$ cat src/rtl/set_time_pkg.sv
// Shared definitions for the time-set controller.
// Field selector codes, field limits and widths, the repeat-phase type used by the
// pushbutton conditioner, and the wrap/clamp helpers used by the top level.
package set_time_pkg;

  localparam logic [1:0] FIELD_H    = 2'd0;
  localparam logic [1:0] FIELD_M    = 2'd1;
  localparam logic [1:0] FIELD_S    = 2'd2;
  localparam logic [1:0] FIELD_NONE = 2'd3;

  localparam int unsigned H_MAX  = 23;
  localparam int unsigned MS_MAX = 59;
  localparam int unsigned H_W    = 5;
  localparam int unsigned MS_W   = 6;

  // Auto-repeat waits REPEAT_DELAY after the first step, then REPEAT_RATE between steps.
  typedef enum logic {
    RepFirst,
    RepPeriodic
  } rep_phase_e;

  // One step up or down with wrap-around inside 0..max_val.
  function automatic logic [MS_W-1:0] wrap_step(input logic [MS_W-1:0] val,
                                                input logic [MS_W-1:0] max_val,
                                                input logic            up);
    if (up) begin
      return (val == max_val) ? '0 : val + 1'b1;
    end
    return (val == '0) ? max_val : val - 1'b1;
  endfunction

  function automatic logic [MS_W-1:0] clamp_val(input logic [MS_W-1:0] val,
                                                input logic [MS_W-1:0] max_val);
    return (val > max_val) ? max_val : val;
  endfunction

endpackage

$ cat src/rtl/pb_conditioner.sv
// Pushbutton conditioner: 2-flop synchroniser, debounce counter and auto-repeat.
// Ports:
//   clk_i      system clock
//   rst_ni     synchronous active-low reset
//   pb_i       raw asynchronous, bouncy button
//   inhibit_i  both buttons debounced-high: freeze the repeat counter
//   req_o      one-cycle step request (debounced press, then repeats while held)
//   level_o    debounced button level
module pb_conditioner
  import set_time_pkg::*;
#(
  parameter int unsigned DEBOUNCE_CYC = 4,
  parameter int unsigned REPEAT_DELAY = 16,
  parameter int unsigned REPEAT_RATE  = 4,
  parameter bit          REPEAT_EN    = 1'b1
) (
  input  logic clk_i,
  input  logic rst_ni,
  input  logic pb_i,
  input  logic inhibit_i,
  output logic req_o,
  output logic level_o
);

  // Counters only need to reach (limit - 1); the limit itself triggers the action.
  localparam int unsigned DbW  = (DEBOUNCE_CYC > 1) ? $clog2(DEBOUNCE_CYC) : 1;
  localparam int unsigned RepW = (REPEAT_DELAY > 1) ? $clog2(REPEAT_DELAY) : 1;

  logic [1:0]      sync_q;
  logic            deb_q, deb_d;
  logic [DbW-1:0]  db_cnt_q, db_cnt_d;
  logic [RepW-1:0] rep_cnt_q, rep_cnt_d;
  logic [RepW-1:0] rep_last;
  rep_phase_e      rep_phase_q, rep_phase_d;
  logic            req_q, req_d;
  logic            sync;
  logic            rise;

  assign sync     = sync_q[1];
  assign rep_last = (rep_phase_q == RepFirst) ? RepW'(REPEAT_DELAY - 1) :
                                                RepW'(REPEAT_RATE - 1);

  always_comb begin
    deb_d    = deb_q;
    db_cnt_d = '0;
    if (sync != deb_q) begin
      if (db_cnt_q == DbW'(DEBOUNCE_CYC - 1)) begin
        deb_d = sync;
      end else begin
        db_cnt_d = db_cnt_q + 1'b1;
      end
    end
    rise = deb_d & ~deb_q;

    rep_cnt_d   = rep_cnt_q;
    rep_phase_d = rep_phase_q;
    req_d       = rise;
    if (!deb_d || rise) begin
      // Release (or a fresh press) restarts the repeat schedule.
      rep_cnt_d   = '0;
      rep_phase_d = RepFirst;
    end else if (REPEAT_EN && !inhibit_i) begin
      if (rep_cnt_q == rep_last) begin
        req_d       = 1'b1;
        rep_cnt_d   = '0;
        rep_phase_d = RepPeriodic;
      end else begin
        rep_cnt_d = rep_cnt_q + 1'b1;
      end
    end
  end

  always_ff @(posedge clk_i) begin
    if (!rst_ni) begin
      sync_q      <= '0;
      deb_q       <= 1'b0;
      db_cnt_q    <= '0;
      rep_cnt_q   <= '0;
      rep_phase_q <= RepFirst;
      req_q       <= 1'b0;
    end else begin
      sync_q      <= {sync_q[0], pb_i};
      deb_q       <= deb_d;
      db_cnt_q    <= db_cnt_d;
      rep_cnt_q   <= rep_cnt_d;
      rep_phase_q <= rep_phase_d;
      req_q       <= req_d;
    end
  end

  assign req_o   = req_q;
  assign level_o = deb_q;

endmodule

$ cat src/rtl/set_time_ctrl.sv
// Time-set controller: turns increment/decrement buttons and a field selector into
// hours/minutes/seconds preset values, with per-field wrap and a load of the running time.
// Ports:
//   clk, reset (synchronous, active low)
//   pb_inc, pb_dec       raw buttons
//   field_sel            0 hours, 1 minutes, 2 seconds, 3 none
//   load, cur_h/m/s      copy (clamped) running time into the presets
//   h_out, m_out, s_out  registered preset values
//   step                 one-cycle pulse when the presets change by a step or a load
module set_time_ctrl
  import set_time_pkg::*;
#(
  parameter int unsigned DEBOUNCE_CYC = 4,
  parameter int unsigned REPEAT_DELAY = 16,
  parameter int unsigned REPEAT_RATE  = 4,
  parameter bit          REPEAT_EN    = 1'b1
) (
  input  logic            clk,
  input  logic            reset,
  input  logic            pb_inc,
  input  logic            pb_dec,
  input  logic [1:0]      field_sel,
  input  logic            load,
  input  logic [H_W-1:0]  cur_h,
  input  logic [MS_W-1:0] cur_m,
  input  logic [MS_W-1:0] cur_s,
  output logic [H_W-1:0]  h_out,
  output logic [MS_W-1:0] m_out,
  output logic [MS_W-1:0] s_out,
  output logic            step
);

  logic inc_req, inc_level;
  logic dec_req, dec_level;
  logic both_held;
  logic inc_go, dec_go;

  logic [H_W-1:0]  h_q, h_d;
  logic [MS_W-1:0] m_q, m_d;
  logic [MS_W-1:0] s_q, s_d;
  logic            step_q, step_d;

  assign both_held = inc_level & dec_level;

  pb_conditioner #(
    .DEBOUNCE_CYC(DEBOUNCE_CYC),
    .REPEAT_DELAY(REPEAT_DELAY),
    .REPEAT_RATE (REPEAT_RATE),
    .REPEAT_EN   (REPEAT_EN)
  ) u_inc (
    .clk_i    (clk),
    .rst_ni   (reset),
    .pb_i     (pb_inc),
    .inhibit_i(both_held),
    .req_o    (inc_req),
    .level_o  (inc_level)
  );

  pb_conditioner #(
    .DEBOUNCE_CYC(DEBOUNCE_CYC),
    .REPEAT_DELAY(REPEAT_DELAY),
    .REPEAT_RATE (REPEAT_RATE),
    .REPEAT_EN   (REPEAT_EN)
  ) u_dec (
    .clk_i    (clk),
    .rst_ni   (reset),
    .pb_i     (pb_dec),
    .inhibit_i(both_held),
    .req_o    (dec_req),
    .level_o  (dec_level)
  );

  // A request is honoured only while the other button is debounced-low.
  assign inc_go = inc_req & ~dec_level;
  assign dec_go = dec_req & ~inc_level;

  always_comb begin
    h_d    = h_q;
    m_d    = m_q;
    s_d    = s_q;
    step_d = 1'b0;
    if (load) begin
      h_d    = H_W'(clamp_val(MS_W'(cur_h), MS_W'(H_MAX)));
      m_d    = clamp_val(cur_m, MS_W'(MS_MAX));
      s_d    = clamp_val(cur_s, MS_W'(MS_MAX));
      step_d = 1'b1;
    end else if ((inc_go || dec_go) && (field_sel != FIELD_NONE)) begin
      step_d = 1'b1;
      unique case (field_sel)
        FIELD_H: h_d = H_W'(wrap_step(MS_W'(h_q), MS_W'(H_MAX), inc_go));
        FIELD_M: m_d = wrap_step(m_q, MS_W'(MS_MAX), inc_go);
        FIELD_S: s_d = wrap_step(s_q, MS_W'(MS_MAX), inc_go);
        default: ;
      endcase
    end
  end

  always_ff @(posedge clk) begin
    if (!reset) begin
      h_q    <= '0;
      m_q    <= '0;
      s_q    <= '0;
      step_q <= 1'b0;
    end else begin
      h_q    <= h_d;
      m_q    <= m_d;
      s_q    <= s_d;
      step_q <= step_d;
    end
  end

  assign h_out = h_q;
  assign m_out = m_q;
  assign s_out = s_q;
  assign step  = step_q;

endmodule

$ cat config.mk
export PLATFORM = sky130hd
export DESIGN_NAME = set_time_ctrl
export DESIGN_NICKNAME = d
export VERILOG_FILES = /design/src/rtl/set_time_pkg.sv /design/src/rtl/pb_conditioner.sv /design/src/rtl/set_time_ctrl.sv
export SDC_FILE = /design/constraint.sdc
export NUM_CORES = 1
export LEC_CHECK = 0
export ABC_AREA = 1
export CORE_MARGIN = 8
export CORE_UTILIZATION = 54
export CTS_CLUSTER_SIZE = 40
export DETAILED_ROUTE_END_ITERATION = 12
export PLACE_DENSITY = 0.8
export SYNTH_ARGS = -nofsm -noshare
export SYNTH_HDL_FRONTEND = slang
export SYNTH_SLANG_ARGS = --single-unit
$ cat constraint.sdc
create_clock -name clk -period 1.8 [get_ports clk]
set_input_delay 0.18 -clock clk [delete_from_list [all_inputs] [get_ports clk]]
set_output_delay 0.18 -clock clk [all_outputs]
set_load 0.02 [all_outputs]
After elaboration in Yosys (flattened, before gate mapping) --
Index checks and enable logic that the tools add are counted.
Word-level totals: register bits after elaboration 40, output and inout bits 18, input port bits 24, word-level logic and storage cells 125
Cells by class: equal/unequal tests 12, add/subtract/negate cells 10, bitwise operators 11, reductions and logical operators 23, $lt $le $gt $ge 3, multiplexer cells 50
Operators by type and width (number):
- 2-to-1 mux 6 bit | 16
- 2-to-1 mux 5 bit | 8
- 2-to-1 mux 1 bit | 22
- 2-to-1 mux 4 bit | 4
- adder 6 x 1 -> 6 bit (second input constant) | 2
- equality test 6 bit (second input constant) | 2
- greater-than comparator 6 bit (second input constant) | 2
- logical NOT 6 bit | 2
- subtractor 6 x 1 -> 6 bit (second input constant) | 2
- AND reduction 2 bit | 5
- adder 4 x 1 -> 4 bit (second input constant) | 2
- equality test 4 bit | 2
- nonzero test 2 bit | 4
- equality test 2 bit (second input constant) | 3
- NOT 1 bit | 6
- OR reduction 3 bit | 2
- adder 5 x 1 -> 5 bit (second input constant) | 1
- bitwise AND 1 bit | 5
- equality test 5 bit (second input constant) | 1
- greater-than comparator 5 bit (second input constant) | 1
- logical NOT 5 bit | 1
- subtractor 5 x 1 -> 5 bit (second input constant) | 1
- adder 2 x 1 -> 2 bit (second input constant) | 2
- OR reduction 2 bit | 2
- other kinds (7) | 11

Logic depth before layout (Yosys ltp) --
Gate-level depths: netlist of run 1.
depth in word-level cells 10, mapped depth 10, depth with buffers taken out 10

Hierarchy --
Synthesis of run 1 repeated with hierarchy kept, for this count alone.
Unflattened totals: cells, all modules 415, area, all modules 2745.1 um^2
Modules (own cells, without submodules):
- set_time_ctrl | cells an instance 299, seq. area each 360.3 um^2, instances 1, area an instance 1844.3 um^2
- pb_conditioner | cells an instance 58, seq. area each 220.2 um^2, instances 2, area an instance 450.4 um^2

Least setup slack after synthesis of run 1 --
No wires, ideal clock.
kind register to register, from register m_q[0] (netlist: m_out[0]), to register m_q[3] (netlist: m_out[3]), setup slack 321 ps, library setup time 132 ps, buffers on the path 0, clock period less this slack 1479 ps, data required time 1668 ps, stages on the path, launching flop included 9, data arrival time 1347 ps, cells stage by stage dfxtp_1 -> inv_1 -> ha_1 -> nand3_1 -> nor2_1 -> nor2_1 -> nand3_1 -> nand2_1 -> a21oi_2
On the way: longest elaborated chain between the ends 7, elaborated cells on any way between the ends 11, classes of those cells add/sub: 2; eq/ne: 1; mux: 7; reduce/logical: 1
Ends and longest elaborated chain:
- start: declaration | RTL line set_time_ctrl.sv:39 | logic [MS_W-1:0] m_q, m_d;
- start signal: assignment | RTL line set_time_ctrl.sv:106 | m_q <= m_d;
- adder 6 x 1 -> 6 bit / equality test 6 bit (equally long branches) | RTL line set_time_pkg.sv:27 | return (val == max_val) ? '0 : val + 1'b1;
- 2-to-1 mux 6 bit | RTL line set_time_pkg.sv:27
- 2-to-1 mux 6 bit | RTL line set_time_pkg.sv:26 | if (up) begin
- 2-to-1 mux 6 bit * | RTL line set_time_pkg.sv:29 | return (val == '0) ? max_val : val - 1'b1;
- 2-to-1 mux 6 bit * | RTL line set_time_ctrl.sv:89 | unique case (field_sel)
- 2-to-1 mux 6 bit * | RTL line set_time_ctrl.sv:87 | end else if ((inc_go || dec_go) && (field_sel != FIELD_NONE)) begin
- 2-to-1 mux 6 bit * | RTL line set_time_ctrl.sv:82 | if (load) begin
Mark *: on every way between the ends. The rest lies on a longest branch, timed or not. The select of a mux whose other input is x is not followed. A chain may end at the register's enable or synchronous reset.

Worst setup path after layout of run 1 --
from register s_q[4] (netlist: s_out[4]), to output s_out[4]
RTL lines:
- start: declaration | RTL line set_time_ctrl.sv:40 | logic [MS_W-1:0] s_q, s_d;
- start signal: assignment | RTL line set_time_ctrl.sv:102 | s_q <= '0;
- start signal: assignment | RTL line set_time_ctrl.sv:107 | s_q <= s_d;
- end: declaration | RTL line set_time_ctrl.sv:29 | output logic [MS_W-1:0] s_out,
No word-level cell between the ends.

==> results.md, run 1 <==
- Status: finished clean
- Clock root cell: sky130_fd_sc_hd__clkbuf_8
- Latest clock arrival within the worst-skew pair: 0.29 ns
- Fill cell total of the finished layout: 428
- Hold buffer count at CTS: 0
- Number of I/O port buffers: slightly above 40
- Max Clock Skew: 0.00666 ns
- Wire length of the first global-routing pass: 11.1 mm
- Worst reg2reg endpoint: s_out[2]
- Period utilisation layout: 0.932
- Total leakage power: 1.44 nW
- Rel. slew slack: 0.769
- Post-synthesis instance area: about 2600 µm²
- CP max stage cell: sky130_fd_sc_hd__clkdlybuf4s50_1
- Post-Synthesis Net Count: 443
- Post-Route WL: 6.46 mm
- Max-Cap Viols: 0
- Number of antenna violations at the first check in global routing: 0
- Smallest setup slack after layout: 0.122 ns
- WL per Instance: 12.4 µm
- Type of the most critical hold path: input pin to flip-flop
- Worst hold path depth: 3
- Number of clock sinks: 40
- Cell-by-cell trace of the critical path: clkdlybuf4s50_1
- Number of endpoints failing setup at the final stage: 0
- Post-Synthesis Cells: 407
- Setup slack of the worst register-to-register path: 0.23 ns
- GRT busiest layer: met2
- Maximum root-to-sink buffer count: 2
- Endpoint kind of the worst setup timing path: output pin
- Post-synth EDFFs: 0
- Accumulated negative setup slack: 0 ns
- Met3 usage in global routing: 0.0382
- Die boundary width: 85.9 µm
- Shortest clock period the worst path allows after layout: roughly 1.7 ns
- Antenna Cells: 0
- Grt met1 use: 0.215
- Count of buffers added by post-CTS timing repair for setup: 0
- Setup Slack @ Placement: 0.268 ns
- Critical path type: flip-flop to output pin
- GRT Residual Overflow: 0
- End point of the most critical hold path: u_dec.sync_q[0]
- Buffering stage count on the worst path with inverters included: 1
- Data arrival time of the critical path: roughly 1.5 ns
- # nets final: 489
- Met2 Use GR: 0.311
- Initial cell density of the core: 0.558
- Number of search-and-repair iterations in the first detailed-routing pass: 4
- Worst reg2reg path startpoint: s_out[0]
- Pwr dens: 662 nW/µm²
- Antenna Nets Post-Route: 0
- Data required time of the worst path: between 1.5 and 2 ns
- IO Pins: 42
- Initial detailed-routing violation count: approximately 160
- Total instance count after detailed placement: ~510
- Setup repair after global routing missed its margin: false
- Leading register cell type out of synthesis: sky130_fd_sc_hd__dfxtp_1
- Vert. Die Dim: 85.9 µm
- Core area: 4720 µm²
- Post-synth ARST share: 0
- Worst reg2reg path depth: 7
- Count of synthesis-stage warnings from yosys: 0
- Total global-route track usage: 0.179
- Avg Cell Area, Syn: 6.48 µm²
- Full die area: 7370 µm²
- Category of cells accounting for the largest share of critical-path delay: buffers and inverters
- Fraction of layout instances using a drive strength above 1: 0.0881
- Unique masters post-synth: 33
- Startpoint of the worst hold path: pb_dec
- Worst-Margin Slew: ~0.34 ns
- Count of final hold-check violations: 0
- Cts repair resizes: 0
- Post-synthesis sequential area ratio: 0.304
- DRC errors left: 0
- Total power of the final layout: around 2.1 mW
- Number of global-route vias before repair: 2,572
- Via Count: 2,777
- Drt via density: between 5 and 6
- Half-perimeter wire length of the detailed placement result: 4.95 mm
- Sort of element at the start of the critical path: flip-flop
- Clock transition at the registers of the reported paths: 0.08 ns
- Stages on the worst setup path: 1
- Number of synthesized register bits: 40
- Critical Path Fanout Max: 10
- Max rail drop VDD: 0.000526 V
- Final slew viol count: 0
- TritonCTS clock tree: built
- Layout area overhead: 22.8%
- Placement row count: 25
- CTS H-tree depth: 2
- Pin count of the biggest net entering global routing: 20
- Delay of the slowest cell on the worst path: 0.68 ns
- Maximum achievable frequency: 596 MHz
- Clock buffer count from CTS: 5
- Final estimated routing congestion in global placement: 0.897
- Non-filler cells, final: 521
==> report_power, final <==
part           switching (mW)  internal (mW)
Sequential             0.0571          0.922
Clock                   0.312          0.306
Combinational           0.302          0.245
Total                   0.670           1.47
==> layout by cell type, fill, tap and decap left out, types with 6 or more instances in the layout <==
master,count
sky130_fd_sc_hd__dfxtp_1,40
sky130_fd_sc_hd__clkbuf_8,6
sky130_fd_sc_hd__o21ai_0,14
sky130_fd_sc_hd__buf_4,11
sky130_fd_sc_hd__nand3_1,40
sky130_fd_sc_hd__inv_1,40
sky130_fd_sc_hd__nand2_1,117
sky130_fd_sc_hd__ha_1,12
sky130_fd_sc_hd__nor2_1,45
sky130_fd_sc_hd__nand4_1,13
sky130_fd_sc_hd__clkdlybuf4s50_1,41
sky130_fd_sc_hd__a21oi_1,24
sky130_fd_sc_hd__xor2_1,10
==> metal layers <==
layer,wire length [µm],vias to the layer above
met4,66,0
met2,3150,91
met5,0,-
li1,-,1406
met1,2830,1272
met3,414,8
==> metrics by stage <==
stage	instance area (µm²)	hold WS, ns	util
after floorplan	2640	0.278	-
after global placement	3150	0.394	0.666
after detailed placement	3150	0.403	0.666
after CTS	3240	0.407	0.686
after global routing	3240	0.445	0.686
final	3240	0.408	0.686
==> synthesized netlist by cell type (3+ instances only) <==
library cell / number / share of area
sky130_fd_sc_hd__nand4_1: 13 / 0.031
sky130_fd_sc_hd__nand2_2: 3 / 0.0071
sky130_fd_sc_hd__a21oi_2: 3 / 0.010
sky130_fd_sc_hd__nand2_1: 117 / 0.17
sky130_fd_sc_hd__ha_1: 12 / 0.057
sky130_fd_sc_hd__inv_1: 40 / 0.057
sky130_fd_sc_hd__buf_2: 9 / 0.017
sky130_fd_sc_hd__o21ai_0: 14 / 0.027
sky130_fd_sc_hd__nor3_1: 5 / 0.0095
sky130_fd_sc_hd__xnor2_1: 3 / 0.010
sky130_fd_sc_hd__nor2_1: 45 / 0.064
sky130_fd_sc_hd__xor2_1: 10 / 0.033
sky130_fd_sc_hd__nand3_1: 40 / 0.076
sky130_fd_sc_hd__dfxtp_1: 40 / 0.30
sky130_fd_sc_hd__a21oi_1: 24 / 0.046
sky130_fd_sc_hd__inv_2: 5 / 0.0071
==> registers in the layout, summed over array words and instances, names as in the netlist, 2 cells and up <==
| name | count |
|---|---|
| u_dec.db_cnt_q | 2 |
| u_dec.rep_cnt_q | 4 |
| u_inc.db_cnt_q | 2 |
| u_inc.rep_cnt_q | 4 |
| u_dec.sync_q | 2 |
| m_out | 6 |
| s_out | 6 |
| u_inc.sync_q | 2 |
| h_out | 5 |
==> cells by family after synthesis <==
group | share of synthesized area
multiplexers | 0.00380
buffers and inverters | 0.0921
flip-flops | 0.304
AND/OR/NAND/NOR | 0.386
AO/OA/AOI/OAI | 0.114
XOR/XNOR | 0.0432
adder cells (fa/ha/maj) | 0.0570
==> worst max path at each step <==
stage	end	start	slack (ns)
finish	s_out[4]	s_out[4]	0.12
global placement	u_inc.rep_cnt_q[1]	reset	0.34
floorplan	m_out[3]	m_out[0]	0.32
detailed placement	s_out[3]	s_out[0]	0.27
global route	s_out[4]	s_out[4]	0.06
CTS	s_out[4]	s_out[4]	0.12
==> layout make-up <==
| class | count | area (µm²) | share of cell area |
|---|---|---|---|
| Clock buffer | 6 | 82.6 | 0.0255 |
| Sequential cell | 40 | 801 | 0.247 |
| Multi-Input combinational cell | 308 | 1590 | 0.492 |
| Inverter | 46 | 175 | 0.0541 |
| Tap cell | 67 | 83.8 | 0.0259 |
| Timing Repair Buffer | 52 | 493 | 0.152 |
| Clock inverter | 2 | 10.0 | 0.00309 |
Power figures use the tool's default switching activity.
==> run 2, diff against run 1 <==
--- a/config.mk
+++ b/config.mk
@@ -7,10 +7,10 @@
 export LEC_CHECK = 0
 export ABC_AREA = 1
 export CORE_MARGIN = 8
-export CORE_UTILIZATION = 54
+export CORE_UTILIZATION = 58
 export CTS_CLUSTER_SIZE = 40
 export DETAILED_ROUTE_END_ITERATION = 12
-export PLACE_DENSITY = 0.8
+export PLACE_DENSITY = 0.85
 export SYNTH_ARGS = -nofsm -noshare
 export SYNTH_HDL_FRONTEND = slang
 export SYNTH_SLANG_ARGS = --single-unit
==> constraint.sdc (replaced) <==
create_clock -name clk -period 2.1 [get_ports clk]
set_input_delay 0.21 -clock clk [delete_from_list [all_inputs] [get_ports clk]]
set_output_delay 0.21 -clock clk [all_outputs]
set_load 0.02 [all_outputs]
==> results.md, run 2 (same netlist as run 1, synthesis figures left out) <==
- Commonest non-fill, non-tap cell in the layout: sky130_fd_sc_hd__nand2_1
- Number of clock sinks: 40 (unchanged)
- Cell-by-cell trace of the critical path: clkdlybuf4s50_1
- Endpoint kind of the worst setup timing path: output pin
- Count of final hold-check violations: 0 (unchanged)
- Rel. slew slack: 0.736 (-0.0331)
- Buffering stage count on the worst path with inverters included: 1 (unchanged)
- Non-filler cells, final: 501 (-3.8%)
- Period utilisation layout: 0.837
- Initial cell density of the core: 0.605 (+0.0473)
- Pin count of the biggest net entering global routing: 20 (unchanged)
- DRC errors left: 0 (unchanged)
- Wire length of the first global-routing pass: 11.1 mm (+0.25%)
- Critical path type: flip-flop to output pin
- Vert. Die Dim: 83.4 µm (-2.9%)
- Die boundary width: 83.4 µm (-2.9%)
- Critical Path Fanout Max: 12 (+2)
- Pwr dens: 571 nW/µm² (-14%)
- IO Pins: 42 (unchanged)
- Half-perimeter wire length of the detailed placement result: 4.79 mm (-3.3%)
- # nets final: 484 (-1.0%)
- Number of I/O port buffers: 41 (unchanged)
- Layout area overhead: 20.6%
- Number of global-route vias before repair: 2,609 (+1.4%)
- Cts repair resizes: 0 (unchanged)
- Hold buffer count at CTS: 0 (unchanged)
- Total leakage power: 1.41 nW (-2.2%)
- Max Clock Skew: 0.00879 ns (+0.00213 ns)
- Category of cells accounting for the largest share of critical-path delay: buffers and inverters
- Total global-route track usage: 0.184 (+0.00429)
- Post-Route WL: 6.33 mm (-2.1%)
- Combinational group share of total power: 0.245 (-0.010)
- Latest clock arrival within the worst-skew pair: 0.29 ns (about the same)
- Total power of the final layout: 1.81 mW (-15%)
- Final core area utilization: 0.730 (+0.0446)
- Worst-Margin Slew: 0.396 ns (+0.0518 ns)
- Most frequent cells in the layout: sky130_fd_sc_hd__nand2_1 (117), sky130_fd_sc_hd__nor2_1 (45), sky130_fd_sc_hd__clkdlybuf4s50_1 (41)
- Via Count: 2,669 (-3.9%)
- Clock transition at the registers of the reported paths: 0.08 ns (about the same)
- Clock buffer count from CTS: 5 (unchanged)
- Multi-input combinational cell area: 1590 µm² (unchanged)
- Total area of sequential cells: 801 µm² (unchanged)
- Type of the most critical hold path: flip-flop to flip-flop
- Maximum achievable frequency: 569 MHz
- Shortest clock period the worst path allows after layout: 1.76 ns
- Antenna Nets Post-Route: 0 (unchanged)
- Maximum root-to-sink buffer count: 2 (unchanged)
- Status: finished clean
- Drt via density: 5.33 (about the same)
- Number of search-and-repair iterations in the first detailed-routing pass: 6 (+2)
- Antenna Cells: 0 (unchanged)
- Count of buffers added by post-CTS timing repair for setup: 0 (unchanged)
- Setup repair after global routing missed its margin: false
- Initial detailed-routing violation count: 144 (-9.4%)
- Total instance count after detailed placement: 493 (-3.9%)
- Switching power share of the total: 0.306 (-0.00666)
- Fill cell total of the finished layout: 355 (-17%)
- CTS H-tree depth: 2 (unchanged)
- Met3 usage in global routing: 0.0498 (+0.0116)
- Data arrival time of the critical path: 1.55 ns (+0.05 ns)
- Setup Slack @ Placement: 0.566 ns (+0.298 ns)
- Max-Cap Viols: 0 (unchanged)
- Smallest setup slack after layout: 0.342 ns (+0.220 ns)
- Grt met1 use: 0.211 (-0.00392)
- TritonCTS clock tree: built
- Sort of element at the start of the critical path: flip-flop
- Placement row count: 24 (-4.0%)
- Number of endpoints failing setup at the final stage: 0 (unchanged)
- Delay of the slowest cell on the worst path: 0.69 ns (about the same)
- CP max stage cell: sky130_fd_sc_hd__clkdlybuf4s50_1
- Core area: 4350 µm² (-7.8%)
- Max rail drop VDD: 0.000550 V (+4.5%)
- Accumulated negative setup slack: 0 ns (unchanged)
- Final slew viol count: 0 (unchanged)
- Net switching component of the power: 0.555 mW (-17%)
- Met2 Use GR: 0.308 (-0.00236)
- WL per Instance: 12.6 µm (+1.8%)
- Data required time of the worst path: 1.89 ns (+0.27 ns)
- Final estimated routing congestion in global placement: 0.884 (-1.4%)
- Clock power share: 0.286 (-0.002)
- Fraction of layout instances using a drive strength above 1: 0.0735 (-0.0146)
- GRT Residual Overflow: 0 (unchanged)
- Full die area: 6960 µm² (-5.6%)
- Clock root cell: sky130_fd_sc_hd__clkbuf_8
- Internal power consumption: 1.26 mW (-15%)
- GRT busiest layer: met2
- Number of antenna violations at the first check in global routing: 0 (unchanged)
- Share of power burned in registers: 0.469 (+0.012)
==> run 2: power by group through the flow <==
stage	Sequential [mW]	Clock [mW]	Combinational [mW]
floorplan	0.870	0	0.271
global placement	0.867	0	0.431
detailed placement	0.868	0	0.440
CTS	0.851	0.527	0.442
global route	0.860	0.554	0.497
finish	0.851	0.518	0.444
==> run 2: stage by stage <==
step | cell area [µm²] | hold WS, ns
floorplan | 2640 | 0.308
global placement | 3090 | 0.395
detailed placement | 3090 | 0.404
CTS | 3180 | 0.420
global route | 3180 | 0.440
finish | 3180 | 0.417
==> run 2: final timing paths <==
kind | from | endpoint | slack [ns] | depth (start not counted)
worst min-delay path | u_inc.sync_q[0] | u_inc.sync_q[1] | 0.42 | 2
worst max register to register | s_out[0] | s_out[2] | 0.53 | 8
worst min register to register | u_inc.sync_q[0] | u_inc.sync_q[1] | 0.42 | 2
worst max-delay path | s_out[3] | s_out[3] | 0.34 | 1
==> run 2: layout make-up <==
class,instances,area share
inverters,46,0.0551
multi-input cells,308,0.501
well taps,52,0.0205
repair buffers,47,0.143
clock buffers,8,0.0283
flip-flops and latches,40,0.252
==> run 2: metal layers <==
layer,vias up,part of all wire
met5,-,0
met4,0,0.014
met3,10,0.073
met2,97,0.48
met1,1177,0.43
li1,1385,-
==> edit 1, RTL diff (settings of run 2) <==
`REPEAT_EN` is set to 1'b1 in 2 places; all go to 1'b0.
--- a/src/rtl/pb_conditioner.sv
+++ b/src/rtl/pb_conditioner.sv
@@ -13,5 +13,5 @@
   parameter int unsigned REPEAT_DELAY = 16,
   parameter int unsigned REPEAT_RATE  = 4,
-  parameter bit          REPEAT_EN    = 1'b1
+  parameter bit          REPEAT_EN    = 1'b0
 ) (
   input  logic clk_i,
--- a/src/rtl/set_time_ctrl.sv
+++ b/src/rtl/set_time_ctrl.sv
@@ -14,5 +14,5 @@
   parameter int unsigned REPEAT_DELAY = 16,
   parameter int unsigned REPEAT_RATE  = 4,
-  parameter bit          REPEAT_EN    = 1'b1
+  parameter bit          REPEAT_EN    = 1'b0
 ) (
   input  logic            clk,
Function: same outputs for any inputs over 10 cycles, from zero or initial values and one cycle with reset low; that may be too few to reach the edited logic, so the function may still have changed.
==> edit 1 against run 2 <==
Power fell by 6.4%. Global-route usage rose by 0.92 points. Area after synthesis fell by 22%. Clock skew rose by 4.6 ps. Routed wire length fell by 18%. Sequential cell count fell by 10. Design area fell by 17%. Worst setup slack improved by 39 ps. Count of clock-buffer cells in the layout fell by 2. Largest power group unchanged.
==> edit 1: results (changes against run 2) <==
logic_synthesis:
  synth_warnings: 0  # unchanged
  netlist_instances: 316  # was 407
  synth_commonest_cells: "68 x nand2_1, 42 x inv_1, 38 x nand3_1, 30 x dfxtp_1, 30 x nor2_1"  # was 117 x nand2_1, 45 x nor2_1, 40 x dfxtp_1, 40 x inv_1, 40 x nand3_1
  synth.area.top_cells: "dfxtp_1 29%, nand2_1 12%, nand3_1 9.2%"  # was dfxtp_1 30%, nand2_1 17%, nand3_1 7.6%
  yosysSeqAreaShare: 0.291  # was 0.304
  synth_flop_cell: "dfxtp_1"  # unchanged
  ys_types: 32  # was 33
  syn-num-nets: 350  # was 443
  ys_ff_latch: 30  # was 40
  synthArstFlopShare: 0  # unchanged
routing:
  wl_per_cell_um: 12.7  # was 12.6 µm
  first_iter_violations: 131  # was 144
  first_pass_iters: 4  # was 6
  viasPerCell: 5.25  # was 5.33
  wirelength_mm: 5.20  # was 6.33 mm
power_and_ir_drop:
  p_leak_nw: 1.21  # was 1.41 nW
  ir_drop_v: 0.000494  # was 0.000550 V
global_routing:
  antenna_found_initial: 0  # unchanged
  grt_pass1_vias: 2008  # was 2609
  grt_use_total: 0.193  # was 0.184
  grt_pass1_wl_mm: 8.64  # was 11.1 mm
  grt_start_max_net_pins: 22  # was 20
clocking:
  cts_root_buf: "clkbuf_4"  # was clkbuf_8
  clk_pin_slew_ps: 90
  clock_latency_ps: 330  # was 290 ps
  cts_buffer_depth: 2  # unchanged
  cts_buffers: 5  # unchanged
  htree_levels: 2  # unchanged
  post_cts_buffers: 0  # unchanged
  cts_resized: 0  # unchanged
place:
  place_hpwl_mm: 3.91  # was 4.79 mm
  port_buffers: 41  # unchanged
  gp_congestion: 0.851  # was 0.884
setup_path:
  worst_path_max_delay_cell: "clkdlybuf4s50_1"  # unchanged
  cp.arrival_ps: 1510  # was 1550 ps
  max_stage_delay_ps: 670  # was 690 ps
  crit_family: "buffers and inverters"  # unchanged
  critPathMaxFanout: 7  # was 12
cells_and_area:
  drive_gt1_frac: 0.0829  # was 0.0735
  diodes: 0  # unchanged
  nets: 395  # was 484
min_path:
  hp-class: "in -> reg"  # was reg -> reg
sta:
  skew_ps: 13.4  # was 8.79 ps
  tightestPinTransition_ps: 319  # was 396 ps
outcome:
  status: "finished clean"  # unchanged
[edit 1: changes by cell type after synthesis, moves of 6 or more]
cell     delta
buf_2       -7
o21ai_0     +6
nand4_1     -8
nand2_1    -49
dfxtp_1    -10
nor2_1     -15
[edit 1: worst paths after layout]
check / start / to / slack [ps] / cells past startpoint
setup / recovery: m_out[3] / m_out[3] / 380 / 1
hold / removal: pb_dec / u_dec.sync_q[0] / 410 / 3
setup reg to reg: h_out[0] / h_out[4] / 500 / 9
hold reg to reg: u_dec.sync_q[0] / u_dec.sync_q[1] / 420 / 2
[edit 1: routing by layer]
metal  GRT usage  up-vias  part of all wire
met1       0.223      959              0.43
met5      0.0100        -                 0
met3      0.0447       13             0.049
li1            -     1115                 -
met2       0.333       54              0.50
met4      0.0789        0             0.025
[edit 1: cell type report]
type | instances | area (µm²)
clock buffer | 6 | 51.3
clock inverter | 2 | 60.1
fill | 274 | 766
inverter | 46 | 173
multi-input combinational | 232 | 1230
sequential | 30 | 601
tap | 46 | 57.6
timing repair buffer | 46 | 448
[edit 1: kinds of logic (layout without fill, tap and decap cells)]
kind of cell    count (synthesis)  after routing  share of synthesized area
buf+inv                        54            100                      0.110
fa+ha+maj                      10             10                     0.0607
simple gates                  153            153                      0.327
flops                          30             30                      0.291
compound gates                 56             56                      0.155
xor+xnor                       13             13                     0.0552
[edit 1: metrics by stage]
step	hold slack, ps	area [µm²]	power [mW]	utilization	worst slack [ps]
after floorplan	308	2060	0.929	-	519
after global placement	393	2510	1.09	0.741	497
after detailed placement	402	2510	1.09	0.741	414
after CTS	402	2620	1.70	0.774	377
after global routing	406	2620	1.79	0.774	278
final	409	2620	1.70	0.774	381
[edit 1: report_power, final]
group          total, mW  internal [mW]  switching [mW]
Combinational      0.438          0.201           0.237
Clock              0.610          0.403           0.207
Sequential         0.651          0.601          0.0496
==> edit 2, RTL diff (settings of run 2) <==
Made on the original files. Register the output `s_out` once more, cleared by the reset; this adds one clock of latency there. The other outputs are not delayed to match. Comments in the files are not updated.
--- a/src/rtl/set_time_ctrl.sv
+++ b/src/rtl/set_time_ctrl.sv
@@ -112,5 +112,11 @@
   assign h_out = h_q;
   assign m_out = m_q;
-  assign s_out = s_q;
+  always_ff @(posedge clk) begin
+    if (!reset) begin
+      s_out <= '0;
+    end else begin
+      s_out <= s_q;
+    end
+  end
   assign step  = step_q;
 
Function: changed (a bounded check fails within 4 cycles, from zero or initial values and one cycle with reset low).
==> edit 2 against run 2 <==
Area after synthesis increased by 4.8%. Power up 15%. Combinational power is 3% higher. Design area increased by 3.8%. Routed wire length is 0.76% lower. Worst setup slack got worse by 7.6 ps. Sequential cell count grew 6. Die area increased by 3.9%. Critical endpoint is now m_out[3]. Largest power group unchanged. Highest routed layer unchanged.
==> edit 2: results (changes against run 2) <==
logic_synthesis:
  syn-num-nets: 413  # was 443
  netlist_instances: 377  # was 407
  synthMuxAreaShare: 0.00725  # was 0.00380
  synthAdderAreaFrac: 0.0543  # was 0.0570
  synthXorXnorAreaFrac: 0.0630  # was 0.0432
  synth_commonest_cells: "75 x nand2_1, 47 x inv_1, 46 x dfxtp_1, 30 x nand3_1, 30 x nor2_1"  # was 117 x nand2_1, 45 x nor2_1, 40 x dfxtp_1, 40 x inv_1, 40 x nand3_1
  ys_types: 39  # was 33
  yosysSeqAreaShare: 0.333  # was 0.304
  synth.area.top_cells: "dfxtp_1 33%, nand2_1 10%, inv_1 6.4%"  # was dfxtp_1 30%, nand2_1 17%, nand3_1 7.6%
min_path:
  worstHoldStart: "u_inc.db_cnt_q[0]"  # was u_inc.sync_q[0]
  hold_path_depth: 1  # was 2
setup_path:
  r2r_end: "m_out[3]"  # was s_out[2]
  crit_path_start: "m_out[3]"  # was s_out[3]
  reg2reg_slack_ps: 590  # was 530 ps
  r2r_start: "m_out[0]"  # was s_out[0]
  cp-endpoint: "m_out[3]"  # was s_out[3]
global_routing:
  grt_start_max_net_pins: 29  # was 20
  grt_use_total: 0.178  # was 0.184
routing:
  wl_per_cell_um: 13.3  # was 12.6 µm
  viasPerCell: 5.40  # was 5.33
  first_iter_violations: 160  # was 144
sta:
  hold_slack_ps: 421  # was 417 ps
  skew_ps: 7.26  # was 8.79 ps
  min_period_over_period: 0.841  # was 0.837
cells_and_area:
  stdcell_count: 473  # was 501
  nets: 454  # was 484
  nFillCells: 375  # was 355
  drive_gt1_frac: 0.0979  # was 0.0735
power_and_ir_drop:
  ir_drop_v: 0.000331  # was 0.000550 V
  p_leak_nw: 1.46  # was 1.41 nW
place:
  gp_congestion: 0.842  # was 0.884
  place_hpwl_mm: 4.61  # was 4.79 mm
outcome:
  status: "finished clean"  # unchanged
[edit 2: cell count changes after synthesis, moves of 7 or more]
cell	run 2	this run
inv_1	40	47
nand2_1	117	75
nand3_1	40	30
nor2_1	45	30
o21ai_1	1	9
[edit 2: report_power, final]
group / switching [mW] / total [mW] / internal (mW) / leakage, nW
registers: 0.0531 / 0.966 / 0.913 / 0.377
clock network: 0.314 / 0.665 / 0.351 / 0.0579
logic: 0.251 / 0.459 / 0.208 / 1.02
[edit 2: layer usage]
layer | wire length (µm) | share of wire | vias up | global-route usage
met2 | 3000 | 0.48 | 85 | 0.305
li1 | - | - | 1305 | -
met4 | 84 | 0.013 | 0 | 0.0615
met5 | 0 | 0 | - | 0
met3 | 390 | 0.062 | 8 | 0.0483
met1 | 2800 | 0.45 | 1154 | 0.206
[edit 2: area by class of cell]
type                    count  area share
well taps                  54      0.0205
repair buffers             44       0.131
inverters                  52      0.0648
multi-input cells         269       0.472
flip-flops and latches     46       0.279
clock buffers               5      0.0208
clock inverters             3      0.0121
